<file path="config.mk">
export PLATFORM = sky130hd
export DESIGN_NAME = call_stack_ctrl
export DESIGN_NICKNAME = d
export VERILOG_FILES = /design/src/rtl/call_stack_ctrl.sv
export SDC_FILE = /design/constraint.sdc
export NUM_CORES = 1
export LEC_CHECK = 0
export ABC_AREA = 0
export BUFFER_PORTS_ARGS = -buffer_cell sky130_fd_sc_hd__buf_2
export CAP_MARGIN = 20
export CORE_MARGIN = 4
export CORE_UTILIZATION = 30
export CTS_BUF_LIST = sky130_fd_sc_hd__clkbuf_8
export CTS_CLUSTER_DIAMETER = 120
export DETAILED_ROUTE_END_ITERATION = 16
export GPL_TIMING_DRIVEN = 0
export SYNTH_ARGS = -nofsm -noshare
export SYNTH_HDL_FRONTEND = slang
export SYNTH_SLANG_ARGS = --single-unit
</file>
<file path="constraint.sdc">
create_clock -name clock_i -period 6.85 [get_ports clock_i]
set_clock_uncertainty 0.1 [all_clocks]
set_input_delay 1.0275 -clock clock_i [delete_from_list [all_inputs] [get_ports clock_i]]
set_output_delay 1.0275 -clock clock_i [all_outputs]
set_load 0.05 [all_outputs]
</file>
<file path="src/rtl/call_stack_ctrl.sv">
`default_nettype none
// ============================================================================
//  Module   : call_stack_ctrl
//  Purpose  : LIFO call/return stack with a registered pop port, a
//             combinational peek of the top entry, and sticky overflow and
//             underflow flags. When full, a call either drops the push
//             (WRAP_MODE=0) or overwrites the oldest entry by advancing a
//             circular base pointer (WRAP_MODE=1).
//  Ports    : clock_i / reset_i  - clock, synchronous active-high reset
//             call_i, ret_i      - push / pop requests (sampled each cycle)
//             flush_i            - empty the stack
//             err_clear_i        - clear the sticky error flags
//             call_data_i        - entry to push
//             ret_data_o         - registered popped entry
//             ret_valid_o        - one-cycle strobe, ret_data_o updated
//             top_data_o         - peek of the top entry (0 when empty)
//             count_o            - number of valid entries, 0..DEPTH
//             full_o, empty_o    - count_o == DEPTH / count_o == 0
//             overflow_o         - sticky: call while full
//             underflow_o        - sticky: ret while empty without call
//  Revision : 1.0 - initial release
// ============================================================================
module call_stack_ctrl #(
  parameter int DATA_W    = 4,
  parameter int DEPTH     = 8,
  parameter bit WRAP_MODE = 1'b0,
  localparam int PW       = $clog2(DEPTH),
  localparam int CW       = PW + 1
) (
  input  logic              clock_i,
  input  logic              reset_i,
  input  logic              call_i,
  input  logic              ret_i,
  input  logic              flush_i,
  input  logic              err_clear_i,
  input  logic [DATA_W-1:0] call_data_i,
  output logic [DATA_W-1:0] ret_data_o,
  output logic              ret_valid_o,
  output logic [DATA_W-1:0] top_data_o,
  output logic [CW-1:0]     count_o,
  output logic              full_o,
  output logic              empty_o,
  output logic              overflow_o,
  output logic              underflow_o
);

  // Storage is not reset; an entry is only read while it is valid.
  logic [DATA_W-1:0] mem_q [DEPTH];

  logic [PW-1:0]     base_q,      base_d;   // index of the oldest entry
  logic [CW-1:0]     count_q,     count_d;
  logic [DATA_W-1:0] ret_data_q,  ret_data_d;
  logic              ret_valid_q, ret_valid_d;
  logic              ovf_q,       ovf_d;
  logic              unf_q,       unf_d;

  logic              w_full;
  logic              w_empty;
  logic [PW-1:0]     w_push_idx;
  logic [PW-1:0]     w_top_idx;
  logic              w_we;
  logic [PW-1:0]     w_waddr;

  assign w_full  = (count_q == CW'(DEPTH));
  assign w_empty = (count_q == '0);

  // Free slot above the top. When full the low count bits are zero, so this
  // lands on base_q, which is exactly the slot a wrapping push overwrites.
  assign w_push_idx = base_q + count_q[PW-1:0];
  assign w_top_idx  = w_push_idx - PW'(1);

  always_comb begin
    count_d     = count_q;
    base_d      = base_q;
    ret_data_d  = ret_data_q;
    ret_valid_d = 1'b0;
    ovf_d       = err_clear_i ? 1'b0 : ovf_q;
    unf_d       = err_clear_i ? 1'b0 : unf_q;
    w_we        = 1'b0;
    w_waddr     = w_push_idx;

    if (flush_i) begin
      count_d = '0;
    end else begin
      case ({call_i, ret_i})
        2'b10: begin
          if (!w_full) begin
            w_we    = 1'b1;
            count_d = count_q + CW'(1);
          end else if (WRAP_MODE) begin
            // Overwrite the oldest entry; it becomes the new top and the
            // next-oldest becomes the base.
            w_we    = 1'b1;
            w_waddr = base_q;
            base_d  = base_q + PW'(1);
            ovf_d   = 1'b1;
          end else begin
            ovf_d   = 1'b1;
          end
        end
        2'b01: begin
          if (!w_empty) begin
            ret_data_d  = mem_q[w_top_idx];
            ret_valid_d = 1'b1;
            count_d     = count_q - CW'(1);
          end else begin
            unf_d = 1'b1;
          end
        end
        2'b11: begin
          ret_valid_d = 1'b1;
          if (!w_empty) begin
            // Swap the top entry: pop the old value, write the new one.
            ret_data_d = mem_q[w_top_idx];
            w_we       = 1'b1;
            w_waddr    = w_top_idx;
          end else begin
            ret_data_d = call_data_i;
          end
        end
        default: ;
      endcase
    end
  end

  always_ff @(posedge clock_i) begin
    if (reset_i) begin
      base_q      <= '0;
      count_q     <= '0;
      ret_data_q  <= '0;
      ret_valid_q <= 1'b0;
      ovf_q       <= 1'b0;
      unf_q       <= 1'b0;
    end else begin
      base_q      <= base_d;
      count_q     <= count_d;
      ret_data_q  <= ret_data_d;
      ret_valid_q <= ret_valid_d;
      ovf_q       <= ovf_d;
      unf_q       <= unf_d;
    end
  end

  always_ff @(posedge clock_i) begin
    if (w_we && !reset_i) begin
      mem_q[w_waddr] <= call_data_i;
    end
  end

  assign ret_data_o  = ret_data_q;
  assign ret_valid_o = ret_valid_q;
  assign top_data_o  = w_empty ? '0 : mem_q[w_top_idx];
  assign count_o     = count_q;
  assign full_o      = w_full;
  assign empty_o     = w_empty;
  assign overflow_o  = ovf_q;
  assign underflow_o = unf_q;

endmodule
`default_nettype wire

</file>
# Yosys cells after proc, flatten, opt, wreduce, memory -nomap -nowiden
# Memories as Yosys holds them, arrays and structs flattened.
# Cells that the tools add are included.
dict set report word_totals {
  ram_bits 32
  regBits 11
  mem_count 1
  out_inout_bits 17
  inputBits 10
  wordCells 49
}
# memory depth word_bits rd rd_clocked_by_memory_dff write_ports line
set mem_list {}
lappend mem_list {mem_q 8 4 1 0 1 48} ;# logic [DATA_W-1:0] mem_q [DEPTH];
dict set report classes {
  addsub 3
  n_reduce_logical 8
  bitwise_logic 1
  n_eq_ne 6
  n_mux 25
}
# cell count
set ops {}
lappend ops {{4-bit 2-to-1 mux} 5}
lappend ops {{4-bit one-hot mux with 2 select lines} 2}
lappend ops {{1-bit 2-to-1 mux} 13}
lappend ops {{3-bit 2-to-1 mux} 3}
lappend ops {{3-bit AND reduction} 2}
lappend ops {{4-bit by 1-bit adder with 4-bit output (second input constant)} 1}
lappend ops {{2-bit == test (second input constant)} 2}
lappend ops {{4-bit == test (second input constant)} 1}
lappend ops {{4-bit logical NOT} 1}
lappend ops {{2-bit != test (second input constant)} 2}
lappend ops {{1-bit one-hot mux with 2 select lines} 2}
lappend ops {{2-bit nonzero test} 2}
lappend ops {{4-bit by 1-bit subtractor with 4-bit output (second input constant)} 1}
lappend ops {{3-bit by 1-bit subtractor with 3-bit output (second input constant)} 1}
lappend ops {{2-bit by 1-bit == test with 1-bit output (second input constant)} 1}
lappend ops {{2-bit OR reduction} 1}
lappend ops {{1-bit logical AND} 1}
lappend ops {{1-bit logical NOT} 1}
lappend ops {{1-bit NOT} 1}

# Logic depth before layout (Yosys ltp)
dict set report depth {
  depth_word 7
  depth_mapped 8
  mapped_depth_nobuf 7
}

# Worst setup path before layout
# Ideal clock, no wire load.
dict set report synth_timing {
  path_type {register to output}
  from {reg count_q[0] (netlist: count_o[0])}
  to {out top_data_o[0]}
  path_buffers 2
  t_required_ns 5.722
  path_stages_with_launch 8
  path_slack_ns 2.943
  arrival_time_ns 2.779
  path_cell_list {dfxtp_1 -> inv_2 -> ha_1 -> buf_6 -> buf_8 -> mux2i_1 -> mux4_2 -> nor2_1}
}
dict set report synth_via {
  elab_chain_len 3
  elab_cells_between_ends 4
  cone_classes {add/sub (1); mux (1); reduce/logical (1); memory (1)}
}
# element line
set synth_lines {}
lappend synth_lines {{start: declaration} 51} ;# logic [CW-1:0] count_q, count_d;
lappend synth_lines {{start signal: assignment} 136} ;# count_q <= count_d;
lappend synth_lines {{3-bit by 1-bit subtractor with 3-bit output} 70} ;# assign w_top_idx = w_push_idx - PW'(1);
lappend synth_lines {{net w_top_idx[0]} 60} ;# logic [PW-1:0] w_top_idx;
lappend synth_lines {{memory 8 x 4 bit} --}
lappend synth_lines {{4-bit 2-to-1 mux} 152} ;# assign top_data_o = w_empty ? '0 : mem_q[w_top_idx];
lappend synth_lines {{end: declaration} 39} ;# output logic [DATA_W-1:0] top_data_o,
# The timed path passes the listed nets, and every way through them passes these cells.

# Final worst setup path
dict set report layout_timing {
  from {reg count_q[0] (netlist: count_o[0])}
  to {out top_data_o[1]}
}
# Same word-level chain as after synthesis.

==> flow_summary.yaml <==
synth:
  synth-seq-area-share_pct: 55.50
  avgSynthCellArea_um2: 13.30
  yosys_warnings: 0
  syn_inst: 160
  ys_seq_elements: 43
  synthesis.nets: 174
  synth.distinct_cells: 43
  synth.cell_area_um2: 2128
floorplanning:
  rows: 30
  die_h_um: 92.23
  initial_utilization_pct: 31.15
  core_region_area_um2: 6832
  dieArea_um2: 8505
  num_io_pins: 27
  die_width_um: 92.23
timing:
  max_freq_mhz: 268.1
  setup_repair_after_global_routing_missed_its_margin: "false"
  period_minus_slack_ns: 3.729
  finalSetupTns_ns: 0
  finalCritPeriodShare_pct: 54.44
  report.final.slew_viol_count: 0
  slew-limit-headroom_pct: 54.70
  final_hold_viols: 0
  finalSetupViolations: 0
  max_slew.worst_pin.slew_ns: 0.6743
power_and_ir_drop:
  power_per_cell_area_nw_per_um2: 218.0
  peakVddDrop_uv: 102.5
  p_leak_uw: 0.0008836
place:
  gpl.final_weighted_congestion: 0.7856
  post-dp-hpwl_um: 3156
  placement.io_buffers: 25
clocking:
  cts_hold_buffers: 0
  clk_pin_slew_ns: 0.08
  post_cts.repair.setup_buffers: 0
  clock_tree.root_cell: "clkbuf_8"
  cts_max_path_buffers: 2
  tritoncts_clock_tree: "done"
  cts-htree-levels: 2
  post_cts_resized: 0
  numCtsBuffers: 5
  clock_sink_count: 43
  clkLatencyLatePin_ns: 0.29
critical_path:
  setup.worst_path.end_class: "output pin"
  critPathRequiredTime_ns: 5.72
  critical_path.startpoint_type: "register"
  critical_path.max_fanout: 10
  critical_path_arrival_ns: 2.60
  timing.setup.critical_path_class: "register to output pin"
route:
  detailroute.via_count: 1368
  drt-total-wl_um: 4224
  vias_per_cell: 4.734
  wl_per_cell_um: 14.62
  drt_first_pass_iters: 4
  ant_nets: 0
  drc_errors: 0
  drt-initial-drc-count: 57
cells_and_area:
  finish.utilization_pct: 36.10
  finish.net_count: 206
  num_antenna_cells: 0
  drive_gt1_share_pct: 24.87
  area_growth_syn_to_layout_pct: 15.87
grt:
  first_global_vias: 1326
  grt_antenna_before_repair: 0
  maximum_number_of_pins_on_one_net_before_global_route_repair: 16
  globalRoute.totalOverflow: 0
  global_routing_usage_summed_across_all_routing_layers_pct: 10.03
  grt_pass1_wl_um: 6699
hold_path:
  hold_path_class: "register to register"
flow_run:
  maxcap_viol_count: 0
outcome:
  outcome: "finished, final reports clean"
-- placed cells by master, fill, tap and decap left out, types with 2 or more instances in the layout --
cell and instances:
nand4b_1 5, buf_6 2, mux2i_1 17, ha_1 3
buf_2 26, xnor2_1 3, edfxtp_1 32, and3_1 2
mux4_2 4, a22o_1 2, nor2_1 9, nand2b_1 7
o21ai_0 2, inv_1 2, nand3_1 7, nor3_1 13
a21oi_1 4, nand2_1 4, a22oi_1 2, a21o_1 2
and3b_1 2, dfxtp_1 11, clkinvlp_4 2, nand3b_1 4
clkbuf_8 5
-- per-layer routing --
layer | up-vias | track usage (%) | share of wire, %
met2 | 31 | 16.36 | 46
met3 | 5 | 2.051 | 5.2
li1 | 681 | - | -
met1 | 651 | 13.44 | 47
met4 | 0 | 2.970 | 1.3
met5 | - | 0 | 0
-- worst max-delay path, stage by stage, from the launching register on --
cell     delay [ns]
dfxtp_1        0.46
inv_2          0.17
ha_1           0.33
buf_6          0.16
buf_8          0.16
mux2i_1        0.14
mux4_2         0.49
nor2_1         0.11
buf_2          0.27
-- cell families after synthesis --
kind of cell               share of synthesized area [%]
and+or+nand+nor                                    16.34
DFF                                                55.50
muxes                                              13.46
AOI/OAI and AO/OA                                  6.290
buffers and inverters                              4.056
xor gates and xnor gates                           1.646
adders and majority gates                          2.705
-- worst paths after layout --
path | start | to | depth (start not counted) | slack (ns)
worst max-delay path | count_o[0]$_SDFFE_PP0P_ | top_data_o[1] | 8 | 3.12
worst min-delay path | underflow_o$_SDFF_PP0_ | underflow_o$_SDFF_PP0_ | 2 | 0.37
worst max register to register | count_o[0]$_SDFFE_PP0P_ | mem_q[4][2]$_DFFE_PP_ | 7 | 4.08
worst min register to register | underflow_o$_SDFF_PP0_ | underflow_o$_SDFF_PP0_ | 2 | 0.37
-- Yosys cell counts (all sizes together) --
cell | instances | share of area (%)
edfxtp | 32 | 45
nor3 | 13 | 3.1
or2b | 1 | 0.35
nand3b | 4 | 1.4
a21oi | 4 | 0.94
clkinv | 1 | 0.76
and3b | 2 | 0.82
nand2b | 7 | 2.1
ha | 3 | 1.8
inv | 3 | 0.53
xnor2 | 3 | 1.2
and2b | 1 | 0.35
a21o | 2 | 0.71
nor4b | 1 | 0.71
nand4b | 5 | 2.1
mux2i | 17 | 8.0
a2111oi | 1 | 0.71
o22ai | 1 | 0.94
a22oi | 2 | 0.71
xor2 | 1 | 0.41
fa | 1 | 0.94
nor2b | 1 | 0.29
nand2 | 4 | 0.71
or3 | 1 | 0.29
a22o | 2 | 0.82
a2bb2oi | 1 | 0.41
or3b | 1 | 0.41
dfxtp | 11 | 10
o21ai | 3 | 0.71
buf | 5 | 2.4
mux4 | 5 | 5.5
o21a | 1 | 0.35
nand3 | 7 | 1.6
clkbuf | 2 | 0.41
and3 | 2 | 0.59
nor2 | 9 | 1.6
-- registers in the layout, indices dropped and copies added (netlist names) --
| register | cells |
|---|---|
| mem_q | 32 |
| count_o | 4 |
| ret_data_o | 4 |
| overflow_o | 1 |
| ret_valid_o | 1 |
| underflow_o | 1 |
-- per-stage QoR --
stage / cell area [um2] / hold slack (ns) / setup slack (ns) / total power [uW] / std cells
5_1_grt: 2466 / 0.3824 / 3.026 / 562.4 / 289
6_report: 2466 / 0.3654 / 3.121 / 537.6 / 289
4_1_cts: 2466 / 0.3699 / 3.092 / 543.9 / 289
2_1_floorplan: 2128 / 0.5897 / 2.943 / 357.5 / 160
3_5_place_dp: 2374 / 0.3530 / 3.450 / 379.6 / 281
3_3_place_gp: 2374 / 0.3526 / 3.429 / 378.6 / 281
-- final cells by class --
class,count,area (um2)
Fill cell,679,4365
Sequential cell,43,1181
Multi-Input combinational cell,106,860.8
Timing Repair Buffer,25,125.1
Tap cell,96,120.1
Clock buffer,5,68.82
Buffer,7,58.81
Inverter,4,27.53
Clock inverter,3,23.77
-- where the power goes --
group          internal (uW)  total (uW)  switching [uW]  leakage [uW]
sequential               282         285            2.39      0.000377
clock                   72.9         165            91.7     0.0000408
combinational           32.3        88.4            56.1      0.000466
total                    387         538             150      0.000884
Note: power is estimated with default switching activity, not from simulation.
